<file path="config.mk">
export PLATFORM = sky130hd
export DESIGN_NAME = jt7759_romrd
export DESIGN_NICKNAME = d
export VERILOG_FILES = /design/src/rtl/jt7759_romrd.sv
export SDC_FILE = /design/constraint.sdc
export NUM_CORES = 1
export LEC_CHECK = 0
export ABC_AREA = 1
export ABC_CLOCK_PERIOD_IN_PS = 4200
export CORE_MARGIN = 2
export CORE_UTILIZATION = 61
export CTS_CLUSTER_SIZE = 8
export DETAILED_ROUTE_END_ITERATION = 6
export PLACE_DENSITY = 0.86
export SLEW_MARGIN = 20
export SYNTH_ARGS = -nofsm -noshare
export SYNTH_HDL_FRONTEND = slang
export SYNTH_SLANG_ARGS = --single-unit
</file>
<file path="constraint.sdc">
create_clock -name clk -period 4.2 [get_ports clk]
set_input_delay 0.84 -clock clk [delete_from_list [all_inputs] [get_ports clk]]
set_output_delay 0.84 -clock clk [all_outputs]
set_load 0.005 [all_outputs]
</file>
<file path="src/rtl/jt7759_romrd.sv">
// jt7759_romrd: two-line, 4-byte-per-line read cache between the ADPCM
// controller's byte ROM port and a 32-bit req/ack word memory, with an
// optional next-word prefetch after every demand fill.
module jt7759_romrd #(
   parameter int unsigned PREFETCH = 1
) (
   input  logic                 clk,
   input  logic                 rst_n,
   input  logic                 flush,
   input  logic                 rom_cs,
   input  logic [16:0]          rom_addr,
   output logic [7:0]           rom_data,
   output logic                 rom_ok,
   output logic                 mem_req,
   output logic [14:0]          mem_addr,
   input  logic [31:0]          mem_data,
   input  logic                 mem_ack
);

   localparam int unsigned AW = 17;
   localparam int unsigned TW = 15;
   localparam int unsigned DW = 32;
   localparam int unsigned BW = 8;
   localparam int unsigned NL = 2;
   localparam logic        PF_EN = (PREFETCH != 0);

   typedef enum logic [1:0] {
      IDLE     = 2'd0,
      FETCH    = 2'd1,
      PREF_CHK = 2'd2,
      PREF     = 2'd3
   } state_t;

   state_t                 state_q, state_d;
   logic                   mem_req_q, mem_req_d;
   logic [TW-1:0]          mem_addr_q, mem_addr_d;
   logic                   vic_q, vic_d;
   logic                   mru_q, mru_d;
   logic                   flushed_q, flushed_d;
   logic [NL-1:0]          valid_q, valid_d;
   logic [NL-1:0][TW-1:0]  tag_q, tag_d;
   logic [NL-1:0][DW-1:0]  data_q, data_d;
   logic [BW-1:0]          rom_data_q, rom_data_d;
   logic                   rom_ok_q, rom_ok_d;

   logic [TW-1:0]          req_tag;
   logic                   hit0, hit1, hit, hit_line;
   logic [DW-1:0]          hit_word;
   logic [BW-1:0]          hit_byte;
   logic [TW-1:0]          ptag;
   logic                   pref_hit;
   logic                   ack_ok;
   logic                   fill_valid;

   // Lookup of the requested byte in both lines
   always_comb begin
      req_tag  = rom_addr[AW-1:2];
      hit0     = rom_cs & valid_q[0] & (tag_q[0] == req_tag);
      hit1     = rom_cs & valid_q[1] & (tag_q[1] == req_tag);
      hit      = hit0 | hit1;
      hit_line = ~hit0;
      hit_word = data_q[hit_line];
      hit_byte = BW'(hit_word >> {rom_addr[1:0], 3'b000});
   end

   // Prefetch candidate and handshake qualification
   always_comb begin
      ptag       = mem_addr_q + TW'(1);
      pref_hit   = (valid_q[0] & (tag_q[0] == ptag)) |
                   (valid_q[1] & (tag_q[1] == ptag));
      ack_ok     = mem_ack & mem_req_q;
      // A word whose fetch overlapped a flush must not be trusted
      fill_valid = ~(flush | flushed_q);
   end

   // Next-state, line updates and registered outputs
   always_comb begin
      state_d    = state_q;
      mem_req_d  = mem_req_q;
      mem_addr_d = mem_addr_q;
      vic_d      = vic_q;
      mru_d      = mru_q;
      flushed_d  = flushed_q | flush;
      valid_d    = valid_q;
      tag_d      = tag_q;
      data_d     = data_q;
      rom_data_d = rom_data_q;
      rom_ok_d   = hit & ~flush;

      if (hit) begin
         rom_data_d = hit_byte;
         mru_d      = hit_line;
      end

      if (flush) begin
         valid_d = '0;
      end

      case (state_q)
         IDLE: begin
            flushed_d = 1'b0;
            if (rom_cs && !hit && !flush) begin
               state_d    = FETCH;
               mem_addr_d = req_tag;
               mem_req_d  = 1'b1;
               vic_d      = ~mru_q;
            end
         end

         FETCH: begin
            if (ack_ok) begin
               tag_d[vic_q]   = mem_addr_q;
               data_d[vic_q]  = mem_data;
               valid_d[vic_q] = fill_valid;
               mru_d          = vic_q;
               mem_req_d      = 1'b0;
               state_d        = PF_EN ? PREF_CHK : IDLE;
            end
         end

         PREF_CHK: begin
            // Skip the prefetch if the next word is already cached or a flush is pending
            if (pref_hit || flushed_q || flush) begin
               state_d = IDLE;
            end else begin
               state_d    = PREF;
               mem_addr_d = ptag;
               mem_req_d  = 1'b1;
               vic_d      = ~vic_q;
            end
         end

         PREF: begin
            if (ack_ok) begin
               tag_d[vic_q]   = mem_addr_q;
               data_d[vic_q]  = mem_data;
               valid_d[vic_q] = fill_valid;
               mem_req_d      = 1'b0;
               state_d        = IDLE;
            end
         end

         default: begin
            state_d   = IDLE;
            mem_req_d = 1'b0;
         end
      endcase
   end

   // State and storage registers with synchronous active-low reset
   always_ff @(posedge clk) begin
      if (!rst_n) begin
         state_q    <= IDLE;
         mem_req_q  <= 1'b0;
         mem_addr_q <= '0;
         vic_q      <= 1'b0;
         mru_q      <= 1'b0;
         flushed_q  <= 1'b0;
         valid_q    <= '0;
         tag_q      <= '0;
         data_q     <= '0;
         rom_data_q <= '0;
         rom_ok_q   <= 1'b0;
      end else begin
         state_q    <= state_d;
         mem_req_q  <= mem_req_d;
         mem_addr_q <= mem_addr_d;
         vic_q      <= vic_d;
         mru_q      <= mru_d;
         flushed_q  <= flushed_d;
         valid_q    <= valid_d;
         tag_q      <= tag_d;
         data_q     <= data_d;
         rom_data_q <= rom_data_d;
         rom_ok_q   <= rom_ok_d;
      end
   end

   assign rom_data = rom_data_q;
   assign rom_ok   = rom_ok_q;
   assign mem_req  = mem_req_q;
   assign mem_addr = mem_addr_q;

endmodule
</file>
Yosys cells after proc, flatten, opt, wreduce, memory -nomap -nowiden:

Cells that the tools add are included.

* add/sub/neg operators: 1
* magnitude comparators: 3
* equality and inequality tests: 12
* shift operators: 1
* muxes and demuxes: 32
* bitwise logic cells: 17
* reductions and logical operators: 15

Operators with widths (number)
* $mux W32: 3
* $bwmux W64: 1
* $eq A15 B15 Y1: 4
* $mux W15: 3
* $demux W32 S1: 1
* $shr A32 B5 Y8: 1
* $bwmux W30: 1
* $pmux W15 S2: 1
* $add A15 B1 Y15 const B: 1
* $demux W15 S1: 1
* $mux W2: 7
* $mux W1: 9
* $reduce_and A3 Y1: 3
* $and A1 B1 Y1: 8
* $ne A2 B2 Y1 const B: 4
* $pmux W2 S4: 1
* $not A1 Y1: 6
* $eq A2 B2 Y1 const B: 2
* $lt A1 B2 Y1 const B: 2
* $reduce_or A2 Y1: 2
* $logic_and A1 B1 Y1: 3
* $or A1 B1 Y1: 3
* $pmux W1 S3: 1
* $bwmux W2: 1
* 10 further kinds: 12

* register bits: 126
* output and inout bits: 25
* logic and storage cells: 94

Depth between registers and ports, before layout:

Gate-level depths: netlist of the first run.

* word-level depth: 8
* gate-level depth with buffers: 18
* gate-level depth less buffers: 17

Least setup slack after synthesis of the first run:

OpenSTA, ideal clock, no wires.

* path type: input to register
* from: input port rom_addr[8]
* to: register mem_addr_q[6] (netlist: mem_addr[6])
* data arrival time: 2.304 ns
* data required time: 4.086 ns
* path slack: 1.782 ns
* stages on the path: 12
* buffers on the path: 1
* path through: inv_1 -> nand2_1 -> nand2_1 -> nor4_4 -> nand3_2 -> nand2_2 -> inv_1 -> nand3_1 -> nand2_4 -> buf_4 -> nor2_1 -> nor2_2

* cells in the longest elaborated chain, start to end: 8
* elaborated cells between the ends (all ways): 12

RTL lines
* start, declared: RTL line 11 `input logic [16:0] rom_addr,`
* $eq A15 B15 Y1, on equally long branches: RTL line 58, 59
* $and A1 B1 Y1, on equally long branches: RTL line 58, 59
* $or A1 B1 Y1: RTL line 60 `hit = hit0 | hit1;`
* $logic_not A1 Y1: RTL line 102 `if (rom_cs && !hit && !flush) begin`
* $logic_and A1 B1 Y1 (2 in a row): RTL line 102
* $ne A2 B2 Y1 (no line)
* $reduce_and A3 Y1 (no line)
* end signal, assigned: RTL line 167 `mem_addr_q <= mem_addr_d;`
* end, declared: RTL line 36 `logic [TW-1:0] mem_addr_q, mem_addr_d;`

Several ways; a longest one is shown, not always the timed one. The select of a mux whose other input is x is not followed.
A chain may end at the register's enable or synchronous reset.

Worst setup path after layout of the first run:

* from: register mem_addr_q[0] (netlist: mem_addr[0])
* to: register mem_addr_q[2] (netlist: mem_addr[2])

* cells in the longest elaborated chain, start to end: 8
* elaborated cells between the ends (all ways): 12

RTL lines
* $add A15 B1 Y15 *: RTL line 68 `ptag = mem_addr_q + TW'(1);`
* $eq A15 B15 Y1, on equally long branches: RTL line 69, 70
* $and A1 B1 Y1, on equally long branches: RTL line 69, 70
* $or A1 B1 Y1: RTL line 69 `pref_hit = (valid_q[0] & (tag_q[0] == ptag)) |`
* $logic_or A1 B1 Y1 (2 in a row): RTL line 123 `if (pref_hit || flushed_q || flush) begin`
* $ne A2 B2 Y1 (no line)
* $reduce_and A3 Y1 (no line)

Every way passes the cells marked *; elsewhere a longest branch is shown, timed or not. The select of a mux whose other input is x is not followed.

==> flow_summary_export.csv, run 1 <==
group,metric,value,unit
floorplan,ioPinCount,79,
pwr,power_frac_comb,0.109,
synthesis,synth-simple-area-share,0.388,
synthesis,syn_nets,1132,
cts,cts_buffers,17,
synthesis,synth_area,0.00689,mm^2
routing,drt_iter0_markers,973,
cts,post_cts_resized,0,
worst_setup_path,endpoint_kind,"flop",
cts,clock_latency,0.43,ns
cts,cts_tree,"built",
timing,maxSlewViolCount,0,
routing,first_pass_iters,7,
pwr,swShare,0.250,
routing,vias,7486,
pwr,vdd_drop_max,0.330,mV
pwr,finalPower,3200,uW
pwr,leakage,0.00361,uW
floorplan,core-area,0.0109,mm^2
cts,clk_path_buf_depth,2,
floorplan,die_x,110,um
pwr,pwr_density_cell,383,mW/mm^2
routing,wire_per_inst,16.1,um
floorplan,rows,38,
synthesis,synth_top_family_by_area,"simple AND/OR/NAND/NOR gates",
synthesis,synth-compound-area-share,0.151,
routing,ant_nets,0,
final_layout,n_antenna_cell,0,
global_routing,overflow,0,
synthesis,synthDistinctLibCells,35,
synthesis,ys.flop_type,"dfxtp_1",
routing,routed_wl,20.7,mm
global_routing,antenna_found_initial,0,
timing,layout_min_cycle_time,2.91,ns
run_status,status,"finished, final reports clean",
placed_design,place_congestion,1.02,
synthesis,yosys.area_share.xor_xnor,0.00636,
final_layout,area_growth,21.2,%
timing,setup_violations,0,
floorplan,dieHeight,110,um
final_layout,drive_gt1_frac,0.0717,
final_layout,fin_util,0.763,
global_routing,grt_pass1_vias,6795,
synthesis,ys_seq_elements,126,
synthesis,synth_edf_count,0,
routing,drc_errors,0,
timing,fmax,343,MHz
synthesis,synth.avg_cell_area,6.40,um^2
job,max-cap-violations,0,
timing,hold_violations,0,
placed_design,dpl.hpwl,13.9,mm
synthesis,synth_warnings,0,
floorplan,fp.dieArea,0.0122,mm^2
hold_path,worstHoldPathType,"reg2reg",
cts,cts_setup_buffers,0,
worst_setup_path,crit_type,"reg2reg",
timing,worst_slew_pin_slew,0.677,ns
pwr,seqPwrFrac,0.393,
synthesis,ys_seq_area_frac,0.366,
cts,cts_root_buffer,"clkbuf_16",
timing,fin_crit_sh,0.693,
pwr,clkPwrFrac,0.498,
synthesis,muxShareOfSynthArea,0,
timing,slew-limit-headroom,0.547,
synthesis,syn-instance-count,1077,
cts,cts_hold_buf,0,
routing,vias_per_cell,5.83,
final_layout,fill_cells,871,
global_routing,grt_usage,0.355,
floorplan,initial_utilization,0.630,
synthesis,async_reset_ff_frac,0,
worst_setup_path,cp-start-kind,"flop",
cts,clk_pin_slew,0.06,ns
cts,htreeDepth,4,
timing,grt_setup_unrepaired,"false",
synthesis,synth_fa_ha_area_frac,0.00182,
worst_setup_path,crit_arrival,3.28,ns
global_routing,grt_max_degree,93,
timing,finClkSkew,0.00710,ns
timing,fin_setup_tns,0,ns
pwr,p_switching,798,uW
global_routing,grt_pass1_wl,33.2,mm
worst_setup_path,required,4.57,ns
worst_setup_path,crit_fanout,34,
placed_design,portBuffers,78,
pwr,internal-power,2400,uW
final_layout,finalNetCount,1187,
cts,numClockSinks,126,
-- worst max-delay path, stage by stage, from the launching register on --
cell     delay [ns]
dfxtp_1        0.51
ha_1           0.36
nand2_2        0.18
nor2_4         0.22
nand3_1        0.12
nand3_1        0.15
nand2_1        0.06
nor2_1         0.22
nand2_1        0.08
nor2_1         0.14
nand3_2        0.10
nand4_2        0.14
nand2_4        0.25
nand2_1        0.17
nand2_1        0.06
nor2_1         0.08
-- layout make-up --
cell class              count  area (um^2)  area share
inverters                  97          364      0.0436
multi-input cells         801         3780       0.453
clock inverters             9          156      0.0187
repair buffers             89          871       0.104
clock buffers              22          474      0.0568
well taps                 140          175      0.0210
flip-flops and latches    126         2520       0.302
-- per-layer routing --
metal  vias up  global-route usage  routed length (um)
met1      3385               0.461                8840
met4         0               0.183                 745
met3        63              0.0717                1600
met5         -                   0                   0
met2       379               0.559                9490
li1       3659                   -                   -
-- state kept, by name, indices dropped and copies added (netlist names) --
signal     count
state_q        2
vic_q          1
tag_q         30
mem_req        1
mru_q          1
flushed_q      1
valid_q        2
rom_ok         1
data_q        64
mem_addr      15
rom_data       8
-- power by group through the flow --
| stage | Clock [uW] | Combinational, uW | Sequential [uW] |
|---|---|---|---|
| 2_1_floorplan | 0 | 201 | 1270 |
| 3_3_place_gp | 0 | 331 | 1280 |
| 3_5_place_dp | 0 | 336 | 1280 |
| 4_1_cts | 1600 | 341 | 1260 |
| 5_1_grt | 1650 | 383 | 1260 |
| 6_report | 1590 | 347 | 1260 |
-- layout by cell type, fill, tap and decap left out, types with 3 or more instances in the layout --
master | Yosys | routed
a21oi_1 | 52 | 52
nand2_2 | 3 | 3
clkinvlp_4 | 0 | 3
buf_4 | 2 | 10
nand2_1 | 220 | 220
clkbuf_16 | 0 | 17
or2_2 | 3 | 3
nor2_2 | 6 | 6
xor2_1 | 3 | 3
nand4_2 | 3 | 3
clkdlybuf4s50_1 | 0 | 77
inv_1 | 90 | 90
nand3_1 | 109 | 109
dfxtp_1 | 126 | 126
bufinv_16 | 0 | 4
nand4_1 | 37 | 37
o22ai_1 | 6 | 6
nor2_4 | 4 | 6
nand2_4 | 3 | 3
nand3_2 | 6 | 6
nor2_1 | 191 | 189
o211ai_1 | 11 | 11
clkbuf_8 | 0 | 3
nor3_1 | 7 | 7
o21ai_0 | 122 | 122
o21ai_1 | 3 | 3
inv_2 | 6 | 6
-- worst paths after layout --
check                   start          end  slack, ns  depth (start not counted)
setup reg to reg  mem_addr[0]  mem_addr[2]       1.29                         15
setup / recovery  mem_addr[0]  mem_addr[2]       1.29                         15
hold reg to reg    data_q[34]   data_q[34]       0.45                          2
hold / removal     data_q[34]   data_q[34]       0.45                          2
-- logic make-up (layout without fill, tap and decap cells) --
logic type                 after synthesis  in the layout
AOI/OAI and AO/OA                      198            198
and+or+nand+nor                        597            597
xor gates and xnor gates                 5              5
adders and majority gates                1              1
buffers and inverters                  150            217
DFF                                    126            126
-- synthesized netlist by cell type (4+ instances only) --
cell type | n | share of area
o21ai_0 | 122 | 0.089
dfxtp_1 | 126 | 0.37
nand2_1 | 220 | 0.12
nand3_2 | 6 | 0.0087
a21oi_1 | 52 | 0.038
nor2_2 | 6 | 0.0054
buf_2 | 4 | 0.0029
nor2_4 | 4 | 0.0065
o22ai_1 | 6 | 0.0054
nand4_1 | 37 | 0.034
nand3_1 | 109 | 0.079
clkbuf_1 | 44 | 0.024
o211ai_1 | 11 | 0.012
nor3_1 | 7 | 0.0051
nor2_1 | 191 | 0.10
inv_2 | 6 | 0.0033
inv_1 | 90 | 0.049
-- through the flow --
stage                     instance area [um^2]  hold slack, ns  setup WS (ns)  instances
final                                     8350           0.451           1.29       1284
after detailed placement                  7720           0.444          0.972       1253
after global routing                      8350           0.475           1.09       1284
after global placement                    7720           0.440          0.979       1253
after CTS                                 8350           0.452           1.38       1284
after floorplan                           6890           0.430           1.78       1077
Note: power is estimated with default switching activity, not from simulation.
==> inputs of run 2 (changes only) <==
--- a/config.mk
+++ b/config.mk
@@ -6,12 +6,12 @@
 export NUM_CORES = 1
 export LEC_CHECK = 0
 export ABC_AREA = 1
-export ABC_CLOCK_PERIOD_IN_PS = 4200
+export ABC_CLOCK_PERIOD_IN_PS = 2500
 export CORE_MARGIN = 2
-export CORE_UTILIZATION = 61
+export CORE_UTILIZATION = 51
 export CTS_CLUSTER_SIZE = 8
 export DETAILED_ROUTE_END_ITERATION = 6
-export PLACE_DENSITY = 0.86
+export PLACE_DENSITY = 0.76
 export SLEW_MARGIN = 20
 export SYNTH_ARGS = -nofsm -noshare
 export SYNTH_HDL_FRONTEND = slang
==> constraint.sdc (replaced) <==
create_clock -name clk -period 2.5 [get_ports clk]
set_input_delay 0.5 -clock clk [delete_from_list [all_inputs] [get_ports clk]]
set_output_delay 0.5 -clock clk [all_outputs]
set_load 0.005 [all_outputs]
==> flow_summary_export.csv, run 2 (synthesized netlist as in run 1, its figures left out) <==
group,metric,value,unit
timing,slew-limit-headroom,0.625,
worst_setup_path,cp-start-kind,"flop",
timing,fin_setup_tns,0,ns
global_routing,grt_pass1_vias,7024,
worst_setup_path,critPathMaxStageDelay,0.37,ns
final_layout,area_growth,28.9,%
routing,drt_iter0_markers,718,
floorplan,core-area,0.0132,mm^2
timing,worst_slew_pin_slew,0.562,ns
hold_path,worstHoldPathType,"reg2reg",
cts,cts_tree,"built",
worst_setup_path,crit_top_cell,"nand2_1",
job,max-cap-violations,0,
routing,routed_wl,20.9,mm
final_layout,largest_register_ffs,64,
final_layout,finalNetCount,1241,
placed_design,post-place-ws,-0.292,ns
worst_setup_path,crit_fanout,12,
cts,clock_latency,0.44,ns
worst_setup_path,required,2.87,ns
final_layout,top_register,"data_q",
pwr,p_switching,1370,uW
worst_setup_path,crit_arrival,2.74,ns
final_layout,n_antenna_cell,0,
run_status,status,"finished, final reports clean",
final_layout,fin_util,0.671,
cts,cts_root_buffer,"clkbuf_16",
placed_design,dpl.hpwl,14.8,mm
cts,cts_buffers,17,
cts,numClockSinks,126,
placed_design,place_congestion,0.978,
timing,finClkSkew,0.00922,ns
global_routing,grt_max_degree,75,
pwr,seqPwrFrac,0.400,
pwr,swShare,0.262,
routing,wire_per_inst,15.2,um
placed_design,portBuffers,78,
worst_setup_path,cp_slowest_cell,"dfxtp_1",
timing,hold_violations,0,
timing,fmax,422,MHz
floorplan,ioPinCount,79,
cts,htreeDepth,4,
routing,vias_per_cell,5.49,
pwr,clkPwrFrac,0.473,
final_layout,drive_gt1_frac,0.121,
floorplan,die_x,120,um
global_routing,grt_pass1_wl,34.3,mm
routing,first_pass_iters,7,
timing,maxSlewViolCount,0,
worst_setup_path,cp_cell_sequence,"buf_4 -> inv_2 -> nor2_4 -> buf_12 -> nand2_1 -> nand2_1 -> nand2_1 -> nand2_1 -> nand2_1 -> nor2_1 -> nand2_1 -> nor2_1 -> nand3_2 -> nand4_4 -> nand2_4 -> buf_4 -> nand2_1 -> nand2_1 -> nor2_1",
global_routing,antenna_found_initial,0,
final_layout,final_cell_mix,"nand2_1, nor2_1, dfxtp_1, o21ai_0, nand3_1",
worst_setup_path,crit_type,"reg2reg",
timing,layout_min_cycle_time,2.37,ns
timing,setup_violations,0,
cts,clk_pin_slew,0.06,ns
timing,fin_crit_sh,0.947,
floorplan,fp.dieArea,0.0145,mm^2
timing,fin_hold_ws,0.454,ns
global_routing,overflow,0,
floorplan,dieHeight,120,um
timing,layout_setup_ws,0.132,ns
pwr,finalPower,5240,uW
routing,vias,7555,
pwr,power_frac_comb,0.127,
global_routing,grt_usage,0.299,
routing,ant_nets,0,
floorplan,rows,42,
pwr,internal-power,3870,uW
worst_setup_path,endpoint_kind,"flop",
pwr,leakage,0.00388,uW
cts,cts_hold_buf,0,
floorplan,initial_utilization,0.520,
cts,clk_path_buf_depth,2,
pwr,vdd_drop_max,0.495,mV
final_layout,final_common_cell,"nand2_1",
pwr,pwr_density_cell,590,mW/mm^2
routing,drc_errors,0,
[run 2: cell count changes in the layout (fill, tap and decap cells not counted), moves of 2 or more]
cell       before  now
buf_12          1    6
nor2_1        189  187
buf_4          10   59
nor3_2          1    3
nor3_1          7    5
bufinv_16       4    2
inv_6           1    3
nand2_4         3    5
[run 2: power by group through the flow]
stage | Clock (uW) | Combinational [uW] | Sequential (uW)
finish | 2480 | 664 | 2100
global route | 2610 | 732 | 2100
CTS | 2500 | 649 | 2090
detailed placement | 0 | 645 | 2140
global placement | 0 | 640 | 2140
floorplan | 0 | 337 | 2130
[run 2: through the flow]
| stage | area (um^2) | cells |
|---|---|---|
| global route | 8880 | 1375 |
| floorplan | 6890 | 1077 |
| finish | 8880 | 1375 |
| detailed placement | 8220 | 1342 |
| global placement | 8220 | 1342 |
| CTS | 8810 | 1374 |
[run 2: critical path, delay by kind of cell (launching register included)]
kind | cells | cell delay, ns
flops | 1 | 0.37
simple gates | 15 | 1.32
buf+inv | 4 | 0.59
[run 2: routing by layer]
layer	global-route usage	vias to the layer above	wire length (um)
li1	-	3762	-
met1	0.371	3425	8870
met2	0.493	307	9930
met3	0.0604	61	1330
met4	0.153	0	760
met5	0	-	0
[run 2: worst paths after layout]
| check | start | to | slack [ns] | cells past startpoint |
|---|---|---|---|---|
| worst max-delay path | mem_addr[0] | mem_addr[1] | 0.13 | 19 |
| worst min-delay path | data_q[50] | data_q[50] | 0.45 | 2 |
| worst max register to register | mem_addr[0] | mem_addr[1] | 0.13 | 19 |
| worst min register to register | data_q[50] | data_q[50] | 0.45 | 2 |
[run 2: area by class of cell]
class	instances	area, um^2
clock buffer	20	457
clock inverter	12	135
fill	1205	4360
inverter	97	364
multi-input combinational	801	3840
sequential	126	2520
tap	176	220
timing repair buffer	143	1340
[run 2: timing repair]
item,CTS,global route
setup buffers,0,1
gates resized for setup,0,12
endpoints found under the setup margin,0,18
